<file path="src/rtl/inst_cache_pkg.sv">
// Shared definitions for the direct-mapped instruction cache: FSM encoding and
// address-field width helpers derived from the line and set counts.
package inst_cache_pkg;

   localparam int WORD_W = 32;

   typedef enum logic {
      S_IDLE = 1'b0,
      S_MISS = 1'b1
   } state_e;

   function automatic int offset_w(input int block_size);
      return $clog2(block_size);
   endfunction

   function automatic int index_w(input int num_sets);
      return $clog2(num_sets);
   endfunction

   // Byte-offset bits [1:0] are never part of offset, index or tag.
   function automatic int tag_w(input int block_size, input int num_sets);
      return 30 - offset_w(block_size) - index_w(num_sets);
   endfunction

endpackage

</file>
<file path="src/rtl/inst_cache_array.sv">
// Valid/tag/data storage for the instruction cache: combinational read port,
// synchronous whole-line write port, and a synchronous valid-clear on reset.
module inst_cache_array
   import inst_cache_pkg::*;
#(
   parameter int BLOCK_SIZE = 4,
   parameter int NUM_SETS   = 8
) (
   input  logic                                              clk_i,
   input  logic                                              rst_i,
   input  logic [index_w(NUM_SETS)-1:0]                      rd_idx_i,
   output logic                                              rd_valid_o,
   output logic [tag_w(BLOCK_SIZE, NUM_SETS)-1:0]            rd_tag_o,
   output logic [WORD_W*BLOCK_SIZE-1:0]                      rd_data_o,
   input  logic                                              wr_en_i,
   input  logic [index_w(NUM_SETS)-1:0]                      wr_idx_i,
   input  logic [tag_w(BLOCK_SIZE, NUM_SETS)-1:0]            wr_tag_i,
   input  logic [WORD_W*BLOCK_SIZE-1:0]                      wr_data_i
);

   localparam int TW = tag_w(BLOCK_SIZE, NUM_SETS);
   localparam int LW = WORD_W * BLOCK_SIZE;

   logic [NUM_SETS-1:0] valid_q;
   logic [TW-1:0]       tag_q  [NUM_SETS];
   logic [LW-1:0]       data_q [NUM_SETS];

   always_ff @(posedge clk_i) begin
      if (rst_i) begin
         valid_q <= '0;
      end else if (wr_en_i) begin
         valid_q[wr_idx_i] <= 1'b1;
      end
   end

   // Tag and data carry no reset; a line is only trusted through its valid bit.
   always_ff @(posedge clk_i) begin
      if (wr_en_i) begin
         tag_q[wr_idx_i]  <= wr_tag_i;
         data_q[wr_idx_i] <= wr_data_i;
      end
   end

   assign rd_valid_o = valid_q[rd_idx_i];
   assign rd_tag_o   = tag_q[rd_idx_i];
   assign rd_data_o  = data_q[rd_idx_i];

endmodule

</file>
<file path="src/rtl/inst_cache.sv">
// Direct-mapped read-only instruction cache: zero-latency hits, a one-pulse
// block-read request on a miss, and early cancellation of wrong-path fills.
module inst_cache
   import inst_cache_pkg::*;
#(
   parameter int BLOCK_SIZE = 4,
   parameter int NUM_SETS   = 8
) (
   input  logic                           Clk,
   input  logic                           Rst,
   input  logic [31:0]                    PC,
   input  logic                           Fetch_en,
   input  logic                           Abort,
   output logic [31:0]                    Instr,
   output logic                           Hit,
   output logic                           Stall,
   output logic [31:0]                    Mem_Address,
   output logic                           ReadMiss,
   output logic                           Mem_abort,
   input  logic [WORD_W*BLOCK_SIZE-1:0]   Read_data,
   input  logic                           ReadReady
);

   localparam int OB = offset_w(BLOCK_SIZE);
   localparam int IW = index_w(NUM_SETS);
   localparam int TW = tag_w(BLOCK_SIZE, NUM_SETS);
   localparam logic [31:0] BLK_MASK = 32'(4 * BLOCK_SIZE - 1);

   state_e      state_q;
   logic [31:0] mem_addr_q;
   logic        read_miss_q;

   logic [OB-1:0]              pc_off;
   logic [IW-1:0]              pc_idx;
   logic [TW-1:0]              pc_tag;
   logic                       rd_valid;
   logic [TW-1:0]              rd_tag;
   logic [WORD_W*BLOCK_SIZE-1:0] rd_data;
   logic [31:0]                hit_word;
   logic                       lookup_hit;
   logic                       fill_en;
   logic                       unused_pc_bits;

   assign pc_off = PC[OB+1:2];
   assign pc_idx = PC[OB+IW+1:OB+2];
   assign pc_tag = PC[31:OB+IW+2];
   assign unused_pc_bits = &{1'b0, PC[1:0]};

   inst_cache_array #(
      .BLOCK_SIZE (BLOCK_SIZE),
      .NUM_SETS   (NUM_SETS)
   ) u_array (
      .clk_i      (Clk),
      .rst_i      (Rst),
      .rd_idx_i   (pc_idx),
      .rd_valid_o (rd_valid),
      .rd_tag_o   (rd_tag),
      .rd_data_o  (rd_data),
      .wr_en_i    (fill_en),
      .wr_idx_i   (mem_addr_q[OB+IW+1:OB+2]),
      .wr_tag_i   (mem_addr_q[31:OB+IW+2]),
      .wr_data_i  (Read_data)
   );

   always_comb begin
      hit_word = '0;
      for (int w = 0; w < BLOCK_SIZE; w++) begin
         if (pc_off == OB'(w)) begin
            hit_word = rd_data[WORD_W*w +: WORD_W];
         end
      end
   end

   // Lookups only count in IDLE; reset forces every fetch-side output low.
   assign lookup_hit = ~Rst & (state_q == S_IDLE) & Fetch_en & rd_valid & (rd_tag == pc_tag);
   assign Hit        = lookup_hit;
   assign Instr      = lookup_hit ? hit_word : 32'h0;
   assign Stall      = ~Rst & ((state_q == S_MISS) | (Fetch_en & ~lookup_hit));
   assign fill_en    = ~Rst & (state_q == S_MISS) & ReadReady;
   assign Mem_abort  = ~Rst & (state_q == S_MISS) & Abort & ~ReadReady;
   assign ReadMiss   = ~Rst & read_miss_q;
   assign Mem_Address = mem_addr_q;

   // A completing fill wins over a simultaneous abort.
   always_ff @(posedge Clk) begin
      if (Rst) begin
         state_q     <= S_IDLE;
         mem_addr_q  <= '0;
         read_miss_q <= 1'b0;
      end else begin
         read_miss_q <= 1'b0;
         case (state_q)
            S_IDLE: begin
               if (Fetch_en & ~lookup_hit) begin
                  mem_addr_q  <= PC & ~BLK_MASK;
                  read_miss_q <= 1'b1;
                  state_q     <= S_MISS;
               end
            end
            S_MISS: begin
               if (ReadReady | Abort) begin
                  state_q <= S_IDLE;
               end
            end
            default: state_q <= S_IDLE;
         endcase
      end
   end

endmodule

</file>
<file path="config.mk">
export PLATFORM = sky130hd
export DESIGN_NAME = inst_cache
export DESIGN_NICKNAME = d
export VERILOG_FILES = /design/src/rtl/inst_cache_pkg.sv /design/src/rtl/inst_cache_array.sv /design/src/rtl/inst_cache.sv
export SDC_FILE = /design/constraint.sdc
export NUM_CORES = 1
export LEC_CHECK = 0
export ABC_CLOCK_PERIOD_IN_PS = 25000
export CORE_MARGIN = 10
export CORE_UTILIZATION = 45
export DETAILED_ROUTE_END_ITERATION = 10
export RECOVER_POWER = 50
export SLEW_MARGIN = 30
export SYNTH_ARGS = -nofsm -noshare
export SYNTH_HDL_FRONTEND = slang
export SYNTH_HIERARCHICAL = 1
export SYNTH_SLANG_ARGS = --single-unit
</file>
<file path="constraint.sdc">
create_clock -name Clk -period 25 [get_ports Clk]
set_input_delay 2.5 -clock Clk [delete_from_list [all_inputs] [get_ports Clk]]
set_output_delay 2.5 -clock Clk [all_outputs]
set_load 0.05 [all_outputs]
</file>
==> summary.txt <==
Cells and area
  • Commonest cells after routing, fill and taps aside: edfxtp_1 (1224), mux4_2 (340), mux2_2 (154)
  • Share of layout cells above drive strength 1: 0.299
  • Cell area after layout: 57000 um^2
  • Most common cell after layout, fill and taps aside: edfxtp_1
  • Area occupied by multi-input gates: 10800 um^2
  • Register Area: 37500 um^2
  • Area delta synth->final: 16.4%
  • Layout Cells excl Fill: 3871
  • Fillers: 8190
  • # nets final: 2519

Routing
  • Remaining antenna violation count: 0
  • WL met2: 54.2 mm
  • Routed wire length: 109 mm
  • DRC errors left: 0
  • Average wire per standard cell: 28.2 um
  • DR vias: 22.1k
  • Initial drt markers: 1683
  • Via/cell ratio: 5.72
  • Post-Route M1 WL: 45.7 mm
  • Met3 wire length: 6.60 mm
  • Highest Signal Layer: met5
  • DRT Pass-1 Iters: 5

Die
  • Chip Width: 350 um
  • Initial core utilization: 0.455
  • Die H: 350 um
  • Top Ports: 233
  • Die area: 122000 um^2
  • Row cnt: 120
  • CORE AREA: 108000 um^2

STA
  • Final setup vio count: 0
  • Final clock skew: 20.4 ps
  • Fmax: 0.0915 GHz
  • Fin. Hold Viols: 0
  • Setup TNS: 0 ps
  • Worst-margin pin slew: 4430 ps
  • Max_slew headroom: -1.97
  • RSZ-0062 raised after global routing: false
  • Max-slew violation count: 194
  • Min Tclk post-route: 10930 ps
  • Final period util: 0.437

Synth
  • YS warnings: 6
  • Sequential area share after synthesis: 0.767
  • Post-synth top area cell: edfxtp_1
  • Syn Inst Count: 2067
  • Largest cells by area after synthesis: edfxtp_1 (75%), mux4_2 (16%), mux2_2 (3.5%)
  • Synthesized area: 48900 um^2
  • Post-synth EDFFs: 1224
  • Avg Inst Size Synth: 23.7 um^2
  • Post-synth top flop: edfxtp_1
  • Area share of the largest cell type after synthesis: 0.751
  • Distinct cells, synth: 38
  • Register bit total from synthesis: 1262
  • FFs w/ async S/R, synth: 0

Pwr
  • Pint: 3.55 mW
  • Max VDD drop: 0.0614 mV
  • Share of total power in combinational logic: 0.049
  • Pleak: 17.9 nW
  • Pwr dens: 78.2 nW/um^2
  • Net Sw Frac: 0.203
  • Net switching power: 905 uW
  • Clk network pwr share: 0.425
  • Sequential share of power: 0.526

Clock network
  • Root buffer cell: clkbuf_16
  • CTS clk-pin slew, worst paths: 60 ps
  • Postcts setup bufs: 0
  • CTS Hold Buffers Added: 0
  • CTS tree: yes
  • Max H-tree Level: 4
  • Number of buffers created by CTS: 133
  • Clock Latency Late Sink: 720 ps
  • Clk buf depth: 3
  • Clk sinks: 1262
  • Resize count post-CTS: 0

Critical path
  • Crit. End Element: output pin
  • Critical path type: input port to output pin
  • Worst Setup EP: Instr[11]
  • CP Launch Type: input port
  • CP Data Required Time: 22500 ps
  • Reg2reg path depth: 5
  • Reg-to-Reg Start: state_q
  • Crit-path max FO: 93
  • Worst Setup SP: PC[6]
  • Critical R2R Capture: u_array/data_q[5][30]
  • R2R Setup Slk: 18560 ps
  • CP arrival: 8430 ps

Placed design
  • PortBufs: 226
  • HPWL Detailed: 57.1 mm
  • Placed Area: 52700 um^2
  • Placed cell count: 3620
  • RD Place Congestion: 0.694

Global route
  • Total GRT Usage: 0.179
  • Number of antenna violations at the first check in global routing: 62
  • Grt total ovfl: 0
  • First-pass GRT wire length: 161 mm
  • Number of global-route vias before repair: 23.6k
  • Largest net degree at the start of global routing: 112

Worst hold path
  • HP Class: register to register
  • WHS Path Cells: 2

Run status
  • Outcome: complete, but fails checks
  • Failing checks: capacitance limit, slew limit

Run
  • Number of max-cap violations: 3
==> worst min path at each step <==
stage | from | endpoint | slack [ps]
final | u_array/valid_q[2] | u_array/valid_q[2] | 450
after global routing | u_array/valid_q[3] | u_array/valid_q[3] | 460
after CTS | u_array/valid_q[5] | u_array/valid_q[5] | 450
after detailed placement | u_array/valid_q[2] | u_array/valid_q[2] | 440
after global placement | u_array/valid_q[5] | u_array/valid_q[5] | 450
after floorplan | u_array/valid_q[1] | u_array/valid_q[1] | 420
==> kinds of logic after synthesis <==
kind of cell              after synthesis  share of synthesized area
AOI/OAI and AO/OA                      13                    0.00156
buffers and inverters                 128                     0.0139
other                                   1                  0.0000767
DFF                                  1262                      0.767
and+or+nand+nor                       116                     0.0153
muxes                                 522                      0.198
xor gates and xnor gates               25                    0.00448
==> flip-flops by register name, indices dropped and copies added, names as in the netlist <==
name	cells
u_array/data_q	1024
u_array/tag_q	200
Mem_Address	28
u_array/valid_q	8
read_miss_q	1
state_q	1
==> Yosys cell counts (2+ instances only) <==
cell and instances:
nand2_1 3, clkbuf_1 45, nand4_1 2, a21oi_1 10, mux2i_1 28, inv_1 16, nor4_1 3, nand4bb_1 3
edfxtp_1 1224, buf_1 8, nor2_1 2, buf_6 16, buf_2 36, xor2_1 18, xnor2_1 7, buf_4 6
nand4b_1 3, mux2_2 154, nand2b_1 56, nor3_1 2, mux4_2 340, dfxtp_1 38, and3_1 32
==> critical path, cell delays in order <==
cell	delay (ps)
buf_8	520
buf_4	840
buf_6	660
mux4_2	410
mux2_2	290
xor2_1	150
nor4_1	420
and4_2	720
buf_4	480
and3_1	310
clkdlybuf4s50_1	840
==> power groups by stage <==
stage                     Sequential [mW]  Clock (mW)  Combinational (mW)
after detailed placement             2.39           0               0.226
final                                2.34        1.89               0.219
after global placement               2.38           0               0.221
after CTS                            2.34        1.94               0.227
after floorplan                      2.40           0               0.129
after global routing                 2.34        2.03               0.236
==> metal layers <==
layer | vias to the layer above | track usage
met5 | - | 0
met3 | 232 | 0.0434
met4 | 38 | 0.0528
li1 | 9370 | -
met2 | 615 | 0.295
met1 | 11900 | 0.236
==> final cells by class <==
type	instances	area share
inverter	16	0.00176
clock buffer	171	0.0630
tap	1403	0.0308
multi-input combinational	680	0.189
sequential	1262	0.659
timing repair buffer	261	0.0456
clock inverter	67	0.0110
antenna	11	0.000483
==> metrics by stage <==
step | power, mW | worst slack, ps | hold slack [ps] | utilization
finish | 4.45 | 14070 | 448 | 0.530
global placement | 2.61 | 13860 | 453 | 0.490
CTS | 4.51 | 13820 | 448 | 0.529
detailed placement | 2.61 | 13830 | 439 | 0.490
floorplan | 2.52 | 14600 | 422 | -
global route | 4.61 | 13840 | 461 | 0.530
Note: power is estimated with default switching activity, not from simulation.
==> RTL edit, RTL diff (same flow settings) <==
Make the reset (`Rst` and `rst_i`) asynchronous in 2 clocked blocks. Comments in the files are not updated.
--- a/src/rtl/inst_cache_array.sv
+++ b/src/rtl/inst_cache_array.sv
@@ -26,5 +26,5 @@
    logic [LW-1:0]       data_q [NUM_SETS];
 
-   always_ff @(posedge clk_i) begin
+   always_ff @(posedge clk_i or posedge rst_i) begin
       if (rst_i) begin
          valid_q <= '0;
--- a/src/rtl/inst_cache.sv
+++ b/src/rtl/inst_cache.sv
@@ -83,5 +83,5 @@
 
    // A completing fill wins over a simultaneous abort.
-   always_ff @(posedge Clk) begin
+   always_ff @(posedge Clk or posedge Rst) begin
       if (Rst) begin
          state_q     <= S_IDLE;
Check against the original RTL: not settled (the Yosys comparison gave no result); the edit may change what the design does.
==> RTL edit against the unedited design <==
The flow still finishes with violations (capacitance limit, slew limit); via count is 2.1% lower; count of clock-buffer cells in the layout stayed put; sequential cell count stayed put; design area is 0.24% higher; synthesized cell count is 3.5% lower; non-clock buffer count is 8 higher; setup slack better by 1.1 ns; power is 4.8% higher; area after synthesis is 0.32% lower; critical path depth is 2 lower; wire length is 3.6% lower; first-iteration DRC count is 8.6% higher; largest cell class unchanged.
==> RTL edit: results (changes against the unedited design) <==
Status
  • Status: finished with violations
  • Failing checks: capacitance limit, slew limit

GRT
  • Total Routing Usage GR: 0.174 (-0.00487)
  • Initial antenna violation count: 57 (-8.1%)
  • M1 GR Usage: 0.233 (-0.00389)
  • Largest net degree at the start of global routing: 148 (+32%)
  • First-pass GRT wire length: 157000 microns (-2.1%)
  • GR Layer Usage met2: 0.285 (-0.00976)

Setup path
  • CP endpoint: Instr[0]
  • Crit path largest cell delay: 0.73 ns (-0.11 ns)
  • Worst r2r src: state_q$_DFF_PP0_
  • R2r setup slk: 21.34 ns (+2.78 ns)
  • Slowest cell on crit path: clkdlybuf4s50_1
  • Crit. Startpoint: PC[4]
  • RR Endpoint: u_array/data_q[7][48]$_DFFE_PP_
  • Arrival time at the worst endpoint: 7.38 ns (-1.05 ns)

Detailed routing
  • Met3 WL: 5910 microns (-11%)
  • DR pass1 iterations: 7 (+2)

Synthesis
  • XOR/XNOR Fraction of Synth Area: 0.00449 (+0.0000144)
  • Seq/Total Area, Yosys: 0.773 (+0.00636)
  • Top cells by area, synth: edfxtp_1, mux4_2, mux2_2
  • Synth Area in Compound Gates: 0.00131 (-0.000252)
  • Distinct cell type count of the synthesized netlist: 33 (-13%)
  • Async SR Flop Fraction: 0.0301 (+0.0301)
  • Synth top cells by count: edfxtp_1, mux4_2, mux2_2, clkbuf_1, buf_2

Finish
  • Share of layout cells above drive strength 1: 0.320 (+0.0211)
  • # fillers: 8068 (-1.5%)

STA
  • Tcrit/Tclk final: 0.395 (-0.0422)
  • Worst Clk Skew: 0.0171 ns (-0.00329 ns)
  • Max Slew Vio Count: 48 (-75%)

Power
  • VDD IR max: 0.0475 mV (-23%)
  • Leak: 0.0179 uW (+0.41%)
  • Internal power: 3680 uW (+3.7%)
  • Sequential power: 2410 uW (+3%)

Placement
  • Worst slack at placement: 14.88 ns (+1.05 ns)
  • Hpwl dp: 55900 microns (-2.1%)

Hold path
  • Hold Path Stages: 1 (-1)

Run
  • Max cap viols: 2 (-1)
[RTL edit: changes by cell type in the layout (fill, tap and decap cells not counted), sizes merged, moves of 4 or more]
cell	change
and3	-30
buf	+5
dfxtp	-38
mux2i	-28
bufinv	+7
xor2	-11
nand2b	-56
nor2b	+32
mux2	+28
clkinvlp	-4
a21oi	-10
dfrtp	+38
clkinv	-6
xnor2	+11
[RTL edit: cell type report]
type | count | area share
timing repair buffer | 269 | 0.0467
clock inverter | 70 | 0.0157
inverter | 8 | 0.000526
tap | 1403 | 0.0307
sequential | 1262 | 0.660
multi-input combinational | 624 | 0.184
clock buffer | 171 | 0.0613
antenna | 12 | 0.000526
[RTL edit: per-stage QoR]
stage                     area, sq um  std cells   util  hold WS, ns
after global placement          52700       3565  0.490        0.446
after global routing            57100       3812  0.532        0.472
after floorplan                 48800       1998      -        0.431
final                           57100       3819  0.532        0.463
after CTS                       57100       3806  0.532        0.468
after detailed placement        52700       3565  0.491        0.454
